### src/rtl/disp_pkg.sv
// Shared types and constants for the multiplexed 7-segment display scheduler.
package disp_pkg;

  typedef enum logic [1:0] {
    IDLE    = 2'd0,
    LATCH   = 2'd1,
    CONVERT = 2'd2,
    SHOW    = 2'd3
  } state_e;

  localparam logic [6:0]  SEG_BLANK = 7'h7F;
  localparam logic [6:0]  SEG_DASH  = 7'h3F;
  localparam logic [31:0] MAX_DISP  = 32'd99_999_999;

  // Active-low gfedcba codes; BCD values 10..15 never appear on a lit digit.
  function automatic logic [6:0] seg_of(input logic [3:0] d);
    case (d)
      4'd0:    return 7'h40;
      4'd1:    return 7'h79;
      4'd2:    return 7'h24;
      4'd3:    return 7'h30;
      4'd4:    return 7'h19;
      4'd5:    return 7'h12;
      4'd6:    return 7'h02;
      4'd7:    return 7'h78;
      4'd8:    return 7'h00;
      4'd9:    return 7'h10;
      default: return SEG_BLANK;
    endcase
  endfunction

  function automatic logic [2:0] pick_hi(input logic [2:0] r);
    if (r[2]) return 3'b100;
    if (r[1]) return 3'b010;
    if (r[0]) return 3'b001;
    return 3'b000;
  endfunction

endpackage

### src/rtl/disp_share_sched_if.sv
// Requester/display bundle between game logic and the display scheduler.
interface disp_share_sched_if;
  logic [2:0]  req;
  logic [31:0] value0;
  logic [31:0] value1;
  logic [31:0] value2;
  logic [2:0]  gnt;
  logic        busy;
  logic [6:0]  oData;
  logic [7:0]  law;

  modport master (
    output req, value0, value1, value2,
    input  gnt, busy, oData, law
  );

  modport slave (
    input  req, value0, value1, value2,
    output gnt, busy, oData, law
  );
endinterface

### src/rtl/bcd_seq_conv.sv
// Sequential double-dabble: 32-bit binary to 8-digit BCD, one step per clock.
// bcd_o is the result of the current step and is valid while done_o is high.
module bcd_seq_conv (
  input  logic        clk,
  input  logic        rst,
  input  logic        start,
  input  logic [31:0] bin_i,
  output logic        busy_o,
  output logic        done_o,
  output logic [31:0] bcd_o
);

  logic [31:0] bin_q, bin_d;
  logic [31:0] bcd_q, bcd_d;
  logic [4:0]  step_q, step_d;
  logic        busy_q, busy_d;
  logic [31:0] adj;

  // NOTE: every _d gets a default before any branch so this block never infers a latch.
  always_comb begin
    bin_d  = bin_q;
    bcd_d  = bcd_q;
    step_d = step_q;
    busy_d = busy_q;
    for (int i = 0; i < 8; i++) begin
      adj[4*i +: 4] = (bcd_q[4*i +: 4] >= 4'd5) ? bcd_q[4*i +: 4] + 4'd3 : bcd_q[4*i +: 4];
    end
    bcd_o  = 32'({adj, bin_q[31]});
    done_o = busy_q && (step_q == 5'd31);

    if (busy_q) begin
      bin_d  = {bin_q[30:0], 1'b0};
      bcd_d  = bcd_o;
      step_d = step_q + 5'd1;
      if (done_o) busy_d = 1'b0;
    end else if (start) begin
      bin_d  = bin_i;
      bcd_d  = '0;
      step_d = '0;
      busy_d = 1'b1;
    end
  end

  // NOTE: flops use <= so each one samples the pre-edge value of the others.
  always_ff @(posedge clk) begin
    if (rst) begin
      bin_q  <= '0;
      bcd_q  <= '0;
      step_q <= '0;
      busy_q <= 1'b0;
    end else begin
      bin_q  <= bin_d;
      bcd_q  <= bcd_d;
      step_q <= step_d;
      busy_q <= busy_d;
    end
  end

  assign busy_o = busy_q;

endmodule

### src/rtl/disp_share_sched.sv
// Shares one 8-digit multiplexed display between three prioritised requesters;
// the winner's value is converted to BCD and scanned out while a double buffer holds the old digits.
module disp_share_sched
  import disp_pkg::*;
#(
  parameter int HOLD_TICKS    = 2000,
  parameter int REFRESH_TICKS = 100,
  parameter bit LZ_BLANK      = 1'b1
) (
  input logic               clk_1000,
  input logic               rst,
  disp_share_sched_if.slave bus
);

  localparam int HW = $clog2(HOLD_TICKS + 1);
  localparam int RW = (REFRESH_TICKS > 1) ? $clog2(REFRESH_TICKS) : 1;
  localparam logic [HW-1:0] HOLD_MAX     = HW'(HOLD_TICKS);
  localparam logic [RW-1:0] REFRESH_LAST = RW'(REFRESH_TICKS - 1);

  state_e        state_q, state_d;
  logic [2:0]    gnt_q, gnt_d;
  logic          ovf_q, ovf_d;
  logic [HW-1:0] hold_q, hold_d;
  logic [RW-1:0] refresh_q, refresh_d;
  logic [31:0]   disp_q, disp_d;
  logic          disp_ovf_q, disp_ovf_d;
  logic [2:0]    idx_q, idx_d;
  logic [6:0]    seg_q, seg_d;
  logic [7:0]    law_q, law_d;

  logic [31:0] sel_value;
  logic [31:0] conv_bcd;
  logic        conv_start, conv_busy, conv_done;
  logic [2:0]  req_hi;
  logic        rearb;
  logic [7:0]  lit;
  logic [3:0]  nib;

  assign req_hi = pick_hi(bus.req);

  always_comb begin
    sel_value = '0;
    case (gnt_q)
      3'b001:  sel_value = bus.value0;
      3'b010:  sel_value = bus.value1;
      3'b100:  sel_value = bus.value2;
      default: sel_value = '0;
    endcase
  end

  bcd_seq_conv u_conv (
    .clk    (clk_1000),
    .rst    (rst),
    .start  (conv_start),
    .bin_i  (sel_value),
    .busy_o (conv_busy),
    .done_o (conv_done),
    .bcd_o  (conv_bcd)
  );

  always_comb begin
    state_d    = state_q;
    gnt_d      = gnt_q;
    ovf_d      = ovf_q;
    hold_d     = hold_q;
    refresh_d  = refresh_q;
    disp_d     = disp_q;
    disp_ovf_d = disp_ovf_q;
    conv_start = 1'b0;
    rearb      = 1'b0;

    // The hold counts every cycle the grant is owned, not just SHOW cycles.
    if (state_q != IDLE && hold_q != HOLD_MAX) hold_d = hold_q + 1'b1;

    case (state_q)
      IDLE: begin
        hold_d    = '0;
        refresh_d = '0;
        if (bus.req != 3'b000) begin
          gnt_d   = req_hi;
          state_d = LATCH;
        end
      end
      LATCH: begin
        conv_start = 1'b1;
        ovf_d      = (sel_value > MAX_DISP);
        state_d    = CONVERT;
      end
      CONVERT: begin
        if (conv_done) begin
          disp_d     = conv_bcd;
          disp_ovf_d = ovf_q;
          state_d    = SHOW;
        end
      end
      SHOW: begin
        if (refresh_q == REFRESH_LAST) begin
          refresh_d = '0;
          state_d   = LATCH;
          // A dropped request wins over the hold; a higher one waits for it.
          rearb = ((bus.req & gnt_q) == 3'b000) ||
                  ((hold_q == HOLD_MAX) && (req_hi > gnt_q));
          if (rearb) begin
            gnt_d = req_hi;
            if (req_hi != gnt_q) hold_d = '0;
            if (bus.req == 3'b000) state_d = IDLE;
          end
        end else begin
          refresh_d = refresh_q + 1'b1;
        end
      end
      default: state_d = IDLE;
    endcase
  end

  // Digit i is lit when it or any digit above it is nonzero; digit 0 always is.
  always_comb begin
    for (int i = 0; i < 8; i++) begin
      lit[i] = (i == 0) || ((disp_q >> (4 * i)) != 32'd0);
    end
  end

  always_comb begin
    idx_d = idx_q;
    law_d = 8'hFF;
    seg_d = SEG_BLANK;
    nib   = disp_q[{idx_q, 2'b00} +: 4];
    if (state_q != IDLE) begin
      idx_d = idx_q + 3'd1;
      law_d = ~(8'b1 << idx_q);
      if (disp_ovf_q)                 seg_d = SEG_DASH;
      else if (!LZ_BLANK || lit[idx_q]) seg_d = seg_of(nib);
    end
  end

  always_ff @(posedge clk_1000) begin
    if (rst) begin
      state_q    <= IDLE;
      gnt_q      <= '0;
      ovf_q      <= 1'b0;
      hold_q     <= '0;
      refresh_q  <= '0;
      disp_q     <= '0;
      disp_ovf_q <= 1'b0;
      idx_q      <= '0;
      seg_q      <= SEG_BLANK;
      law_q      <= 8'hFF;
    end else begin
      state_q    <= state_d;
      gnt_q      <= gnt_d;
      ovf_q      <= ovf_d;
      hold_q     <= hold_d;
      refresh_q  <= refresh_d;
      disp_q     <= disp_d;
      disp_ovf_q <= disp_ovf_d;
      idx_q      <= idx_d;
      seg_q      <= seg_d;
      law_q      <= law_d;
    end
  end

  assign bus.gnt   = gnt_q;
  assign bus.busy  = conv_busy;
  assign bus.oData = seg_q;
  assign bus.law   = law_q;

endmodule

### src/flat_wrapper.sv
// flat-port wrapper written by rule: the top's interface ports become plain ports
module disp_share_sched_flat import disp_pkg::*;
#(
  parameter int HOLD_TICKS    = 2000,
  parameter int REFRESH_TICKS = 100,
  parameter bit LZ_BLANK      = 1'b1
)
  (clk_1000, rst, bus_req, bus_value0, bus_value1, bus_value2, bus_gnt, bus_busy, bus_oData, bus_law);
  disp_share_sched_if bus_i ();
  input logic clk_1000;
  input logic rst;
  input wire logic [$bits(bus_i.req)-1:0] bus_req;
  input wire logic [$bits(bus_i.value0)-1:0] bus_value0;
  input wire logic [$bits(bus_i.value1)-1:0] bus_value1;
  input wire logic [$bits(bus_i.value2)-1:0] bus_value2;
  output wire logic [$bits(bus_i.gnt)-1:0] bus_gnt;
  output wire logic [$bits(bus_i.busy)-1:0] bus_busy;
  output wire logic [$bits(bus_i.oData)-1:0] bus_oData;
  output wire logic [$bits(bus_i.law)-1:0] bus_law;
  assign bus_i.req = bus_req;
  assign bus_i.value0 = bus_value0;
  assign bus_i.value1 = bus_value1;
  assign bus_i.value2 = bus_value2;
  assign bus_gnt = bus_i.gnt;
  assign bus_busy = bus_i.busy;
  assign bus_oData = bus_i.oData;
  assign bus_law = bus_i.law;
  disp_share_sched #(.HOLD_TICKS(HOLD_TICKS), .REFRESH_TICKS(REFRESH_TICKS), .LZ_BLANK(LZ_BLANK)) u_core (.clk_1000(clk_1000), .rst(rst), .bus(bus_i));
endmodule
### config.mk
export PLATFORM = sky130hd
export DESIGN_NAME = disp_share_sched_flat
export DESIGN_NICKNAME = d
export VERILOG_FILES = /design/src/rtl/disp_pkg.sv /design/src/rtl/disp_share_sched_if.sv /design/src/rtl/bcd_seq_conv.sv /design/src/rtl/disp_share_sched.sv /design/src/flat_wrapper.sv
export SDC_FILE = /design/constraint.sdc
export NUM_CORES = 1
export LEC_CHECK = 0
export CORE_ASPECT_RATIO = 1.4
export CORE_MARGIN = 2
export CORE_UTILIZATION = 40
export CTS_CLUSTER_SIZE = 28
export DETAILED_ROUTE_END_ITERATION = 16
export PLACE_DENSITY_LB_ADDON = 0.3
export SETUP_SLACK_MARGIN = 0.4
export SYNTH_ARGS = -nofsm -noshare
export SYNTH_HDL_FRONTEND = slang
export SYNTH_SLANG_ARGS = --single-unit
### constraint.sdc
create_clock -name clk_1000 -period 6.68 [get_ports clk_1000]
set_input_delay 0.668 -clock clk_1000 [delete_from_list [all_inputs] [get_ports clk_1000]]
set_output_delay 0.668 -clock clk_1000 [all_outputs]
set_load 0.005 [all_outputs]
==> results of run 1 <==
[critical path, cell delays in order, from the launching register on]
cell      delay (ps)
dfxtp_1         1010
clkinv_1         570
ha_1             450
nand3_1          100
nand4_1          100
a21o_1           190
o21bai_1         630
nor2_1           110
[state kept, by name, summed over array words and instances, names as in the netlist]
register,flops
u_core.u_conv.busy_o,1
u_core.u_conv.bcd_q,32
u_core.u_conv.bin_q,32
u_core.ovf_q,1
u_core.state_q,2
u_core.bus.law,8
u_core.bus.gnt,3
u_core.u_conv.step_q,5
u_core.disp_q,32
u_core.bus.oData,7
u_core.refresh_q,7
u_core.hold_q,11
u_core.disp_ovf_q,1
u_core.idx_q,3
[power groups by stage]
| stage | logic (mW) | registers [mW] | clock network, mW |
|---|---|---|---|
| 6_report | 0.887 | 1.12 | 1.09 |
| 5_1_grt | 1.00 | 1.15 | 1.14 |
| 4_1_cts | 0.895 | 1.12 | 1.11 |
| 3_5_place_dp | 0.890 | 1.14 | 0 |
| 3_3_place_gp | 0.878 | 1.14 | 0 |
| 2_1_floorplan | 0.703 | 1.06 | 0 |
[through the flow]
stage / utilization / area (µm²)
after floorplan: - / 7910
after global placement: 0.476 / 9190
after detailed placement: 0.476 / 9190
after CTS: 0.511 / 9860
after global routing: 0.511 / 9860
final: 0.511 / 9860
[per-layer routing]
metal	track usage	wire [µm]	vias up	part of all wire
li1	-	-	3629	-
met4	0.0700	372	0	0.020
met2	0.336	9860	156	0.53
met3	0.0432	794	25	0.042
met5	0	0	-	0
met1	0.216	7700	3333	0.41
[logic make-up after synthesis]
logic type,after synthesis,synth area share
and+or+nand+nor,390,0.237
DFF,145,0.367
AOI/OAI and AO/OA,258,0.206
xor gates and xnor gates,26,0.0288
adders and majority gates,40,0.0633
muxes,27,0.0471
buffers and inverters,100,0.0512
[layout by cell type (no fill, tap or decap), types with 10 or more instances in the layout]
master	count
a211oi_1	19
nor2b_1	14
nand2b_1	16
a22oi_1	20
a21oi_1	112
nor3_1	24
clkbuf_16	17
a221oi_1	10
dfxtp_1	144
nor3b_1	22
clkdlybuf4s50_1	118
o21ai_0	42
nand3_1	22
nand2_1	106
ha_1	39
xnor2_1	16
xor2_1	10
nor2_1	139
inv_1	32
mux2i_1	17
[final cells by class]
type / instances / area, µm²
inverter: 34 / 128
tap: 248 / 310
fill: 1901 / 9430
timing repair buffer: 126 / 1240
clock buffer: 23 / 468
clock inverter: 9 / 201
sequential: 145 / 2910
multi-input combinational: 741 / 4610
[how the worst max path moves through the flow]
stage          depth (start not counted)           endpoint               from
2_1_floorplan                         10  u_core.bus.gnt[2]  u_core.bus.gnt[1]
3_3_place_gp                           7   u_core.hold_q[4]  u_core.bus.gnt[2]
3_5_place_dp                           7   u_core.hold_q[4]  u_core.bus.gnt[2]
4_1_cts                                7   u_core.hold_q[4]  u_core.bus.gnt[2]
5_1_grt                                7   u_core.hold_q[0]  u_core.bus.gnt[2]
6_report                               7   u_core.hold_q[4]  u_core.bus.gnt[2]
[Yosys cell counts, types with 6 or more instances]
library cell and n:
nand2_1 106, nor2_1 139, and2_1 9, a211o_1 6
a311oi_1 8, ha_1 40, nand3_1 22, nor4_1 6
nor2b_1 14, mux2i_1 17, nor4bb_1 9, clkbuf_1 50
inv_1 32, o21ai_0 42, xor2_1 10, a21oi_1 112
a22oi_1 20, xnor2_1 16, buf_1 9, nor3_1 24
nand2b_1 16, dfxtp_1 145, a22o_1 8, nor3b_1 22
mux4_2 8, and3_1 8, a211oi_1 19, a221oi_1 10
==> out/results.tsv, run 1 <==
metric	value	unit
status	completed	
power per cell area	314	nW/µm²
nets@finish	1206	
critical path peak fanout	30	
Setup Total Neg Slack	0	ps
# rows	60	
final hold vios	0	
total grt overflow	0	
final worst path period need	3320	ps
port bufs	119	
Max Clk Rate	0.301	GHz
DRC viols	0	
via count	7143	
gpl congestion	0.827	
Post-CTS Setup Inserts	0	
Most used DFF post-synth	dfxtp_1	
hold buffers post-CTS	0	
Required @ worst endpoint	6960	ps
H-tree Lvls	4	
unrepaired setup endpoints after global routing	false	
Starting DRT DRC Count	366	
placed cells	1294	
number of diodes	0	
Final Hold Slack	450	ps
first-pass GRT wire length	32000	µm
Hold EP	u_core.u_conv.bin_q[7]	
CTS root buffer	clkbuf_16	
Max-Cap Viols	0	
crit path kind	reg -> reg	
drt pass-1 iters	5	
cell internal pwr	2.10	mW
share of cells above drive strength 1	0.0501	
worst hold start	u_core.u_conv.bin_q[6]	
setup ws final	3360	ps
FF-to-FF End	u_core.hold_q[4]	
critical path launch point type	register	
drt total wl	18700	µm
Sw Pwr	1.00	mW
Clock transition at path regs	60	ps
WP data arrival	3600	ps
Pleak	3.58	nW
Slew headroom	0.298	
total global-route track usage	0.189	
maximum vdd drop	0.178	mV
Max Root-Sink Buffers	2	
number of synthesized flops with an enable pin	0	
Sw Share	0.323	
die area	20900	µm²
Finished Layout Cells	1326	
# setup viols final	0	
vias in the first global route	6927	
Clock power frac	0.351	
library cells used by synthesis	61	
largest net degree at the start of global routing	80	
#FFs+latches synth	145	
initial antenna violation count	0	
R2R Setup Slk	3360	ps
top cell type's share of synthesized area	0.367	
wire per inst	14.1	µm
sequential fraction of the synthesis area	0.367	
worst min path class	reg -> reg	
Async SR Flop Fraction	0	
Core ar.	19300	µm²
worst skew pair latency	430	ps
post-cts sizing count	0	
Synth area leader	dfxtp_1	
Avg Inst Size Synth	8.02	µm²
Pwr Total	3.10	mW
worst r2r src	u_core.bus.gnt[2]	
Max Slew Vio Count	0	
antenna-violating nets left	0	
YS warnings	0	
Setup WS pre-CTS	3330	ps
Post-Syn Area	7910	µm²
Die Wd	123	µm
Logic pwr share	0.286	
Slew @ Worst Pin	1050	ps
Starting Density	0.410	
hold-critical path depth	2	
CTS tree	built	
CP endpoint kind	register	
total CTS buffers	17	
Setup Skew	11.7	ps
total I/O pin count	120	
Post-Syn Nets	1127	
dpl hpwl	13200	µm
Synth Instances	986	
top area cells in the synthesized netlist	dfxtp_1 (37%), a21oi_1 (7.1%), nor2_1 (6.6%)	
worst reg-to-reg path cell count	7	
height of the die	170	µm
clk sinks	145	
Via density	5.39	
fin crit share	0.497	
Syn-to-layout area delta	24.6	%
register share of total power	0.363	
Note: power is estimated with default switching activity, not from simulation.
==> run 2, diff against run 1 <==
==> constraint.sdc (replaced) <==
create_clock -name clk_1000 -period 2.8 [get_ports clk_1000]
set_input_delay 0.28 -clock clk_1000 [delete_from_list [all_inputs] [get_ports clk_1000]]
set_output_delay 0.28 -clock clk_1000 [all_outputs]
set_load 0.005 [all_outputs]
==> run 2 against run 1 <==
Compared with the run above: sequential power up 130%; sequential share of layout area is 0.24 points lower; combinational power rose to 2.6 times the previous value; first-iteration DRC count decreased by 8.5%; sequential cell count is the same; global-route usage rose by 0.089 points.
==> out/results.tsv, run 2 (synthesis gave the netlist of run 1 again) <==
metric	value	unit	change
Starting DRT DRC Count	335		-8.5%
Slew @ Worst Pin	886	ps	-165 ps
crit path kind	reg -> reg		
final hold vios	0		unchanged
Slew headroom	0.404		+0.106
Sw Share	0.342		+0.0185
maximum vdd drop	0.494	mV	+180%
leading registers by flop count	u_core.disp_q (32), u_core.u_conv.bcd_q (32), u_core.u_conv.bin_q (32)		
number of diodes	0		unchanged
critical path peak fanout	9		-70%
# setup viols final	0		unchanged
# fillers	1851		-2.6%
gpl congestion	0.910		+10%
critical path launch point type	register		
Clock power frac	0.308		-0.043
Starting Density	0.410		unchanged
nets@finish	1223		+1.4%
most frequent cells in the layout	dfxtp_1 (143), nor2_1 (139), clkdlybuf4s50_1 (118)		
final worst path period need	2320	ps	-999 ps
Pleak	3.63	nW	+1.2%
power per cell area	718	nW/µm²	+130%
status	completed		
worst min path class	in -> reg		
Finished Cell Area	9950	µm²	+0.88%
drt pass-1 iters	5		unchanged
vias in the first global route	6910		-0.25%
Max Clk Rate	0.431	GHz	+43%
Die Wd	123	µm	unchanged
total grt overflow	0		unchanged
largest net degree at the start of global routing	95		+19%
CP endpoint kind	register		
clk sinks	145		unchanged
dpl hpwl	13500	µm	+2.0%
unrepaired setup endpoints after global routing	true		
CTS tree	built		
CTS root buffer	clkbuf_16		
Final Hold Slack	262	ps	-189 ps
final core utilization	0.516		+0.00448
cell internal pwr	4.70	mW	+120%
Finished Layout Cells	1343		+1.3%
total CTS buffers	17		unchanged
Setup Skew	8.30	ps	-3.37 ps
commonest non-fill, non-tap cell in the layout	dfxtp_1		
drt total wl	18700	µm	-0.34%
Max Slew Vio Count	0		unchanged
wire per inst	13.9	µm	-1.6%
share of cells above drive strength 1	0.0721		+0.0221
total global-route track usage	0.189		+0.000893
fin crit share	0.829		+0.332
# rows	60		unchanged
total I/O pin count	120		unchanged
H-tree Lvls	4		unchanged
Setup Total Neg Slack	0	ps	unchanged
via count	7149		+0.084%
height of the die	170	µm	unchanged
Syn-to-layout area delta	25.7	%	
WP data arrival	2670	ps	-930 ps
Max-Cap Viols	0		unchanged
die area	20900	µm²	unchanged
Max Root-Sink Buffers	2		unchanged
Sw Pwr	2.44	mW	+140%
placed cells	1310		+1.2%
Core ar.	19300	µm²	unchanged
Logic pwr share	0.330		+0.044
Via density	5.32		-1.2%
first-pass GRT wire length	32200	µm	+0.69%
Required @ worst endpoint	3150	ps	-3810 ps
DRC viols	0		unchanged
Clock transition at path regs	60	ps	about the same
Placed Area	9360	µm²	+1.8%
port bufs	119		unchanged
initial antenna violation count	0		unchanged
worst skew pair latency	420	ps	about the same
register share of total power	0.362		about the same
antenna-violating nets left	0		unchanged
==> run 2: changes by cell type in the layout (fill, tap and decap cells not counted), moves of 2 or more <==
| cell | before | now |
|---|---|---|
| clkinvlp_4 | 1 | 3 |
| buf_4 | 8 | 22 |
| bufinv_16 | 6 | 1 |
| buf_12 | 0 | 3 |
| clkbuf_1 | 4 | 1 |
| clkinv_4 | 0 | 3 |
==> run 2: area by class of cell <==
cell class / count / area (µm²) / area share
Sequential cell: 145 / 2910 / 0.292
Multi-Input combinational cell: 741 / 4620 / 0.465
Inverter: 34 / 128 / 0.0128
Clock inverter: 11 / 104 / 0.0104
Tap cell: 248 / 310 / 0.0312
Clock buffer: 21 / 470 / 0.0473
Timing Repair Buffer: 143 / 1410 / 0.141
==> run 2: timing repair <==
| item | CTS | global route |
|---|---|---|
| hold buffers | 0 | 0 |
| setup buffers | 0 | 1 |
| gates resized for setup | 0 | 4 |
| setup endpoints to repair | 0 | 19 |
==> run 2: per-stage QoR <==
step	setup slack (ps)	power, mW
4_1_cts	434	7.18
2_1_floorplan	468	4.22
5_1_grt	300	7.64
6_report	479	7.14
3_5_place_dp	107	4.98
3_3_place_gp	190	4.95
==> run 2: power groups by stage <==
stage          registers (mW)  logic [mW]  clock network [mW]
2_1_floorplan            2.54        1.69                   0
3_3_place_gp             2.62        2.32                   0
3_5_place_dp             2.63        2.35                   0
4_1_cts                  2.58        2.36                2.24
5_1_grt                  2.63        2.66                2.34
6_report                 2.59        2.35                2.20
==> run 2: per-layer routing <==
metal / wire (µm) / up-vias / GRT usage / part of all wire
li1: - / 3670 / - / -
met1: 7810 / 3287 / 0.222 / 0.42
met2: 9710 / 162 / 0.338 / 0.52
met3: 764 / 30 / 0.0422 / 0.041
met4: 369 / 0 / 0.0585 / 0.020
met5: 0 / - / 0 / 0
==> run 2: final timing paths <==
kind / from / end / slack (ps) / cells past startpoint
hold / removal: rst / u_core.idx_q[2] / 260 / 2
setup / recovery: u_core.bus.gnt[2] / u_core.ovf_q / 480 / 6
setup reg to reg: u_core.bus.gnt[2] / u_core.ovf_q / 480 / 6
hold reg to reg: u_core.u_conv.bin_q[4] / u_core.u_conv.bin_q[5] / 450 / 2
==> run 2: worst max-delay path: stages (launching register included) <==
cell	delay, ps
dfxtp_1	480
nor3b_4	460
a221oi_1	190
or4b_1	610
nor4b_2	230
o21ai_1	110
a211oi_2	170
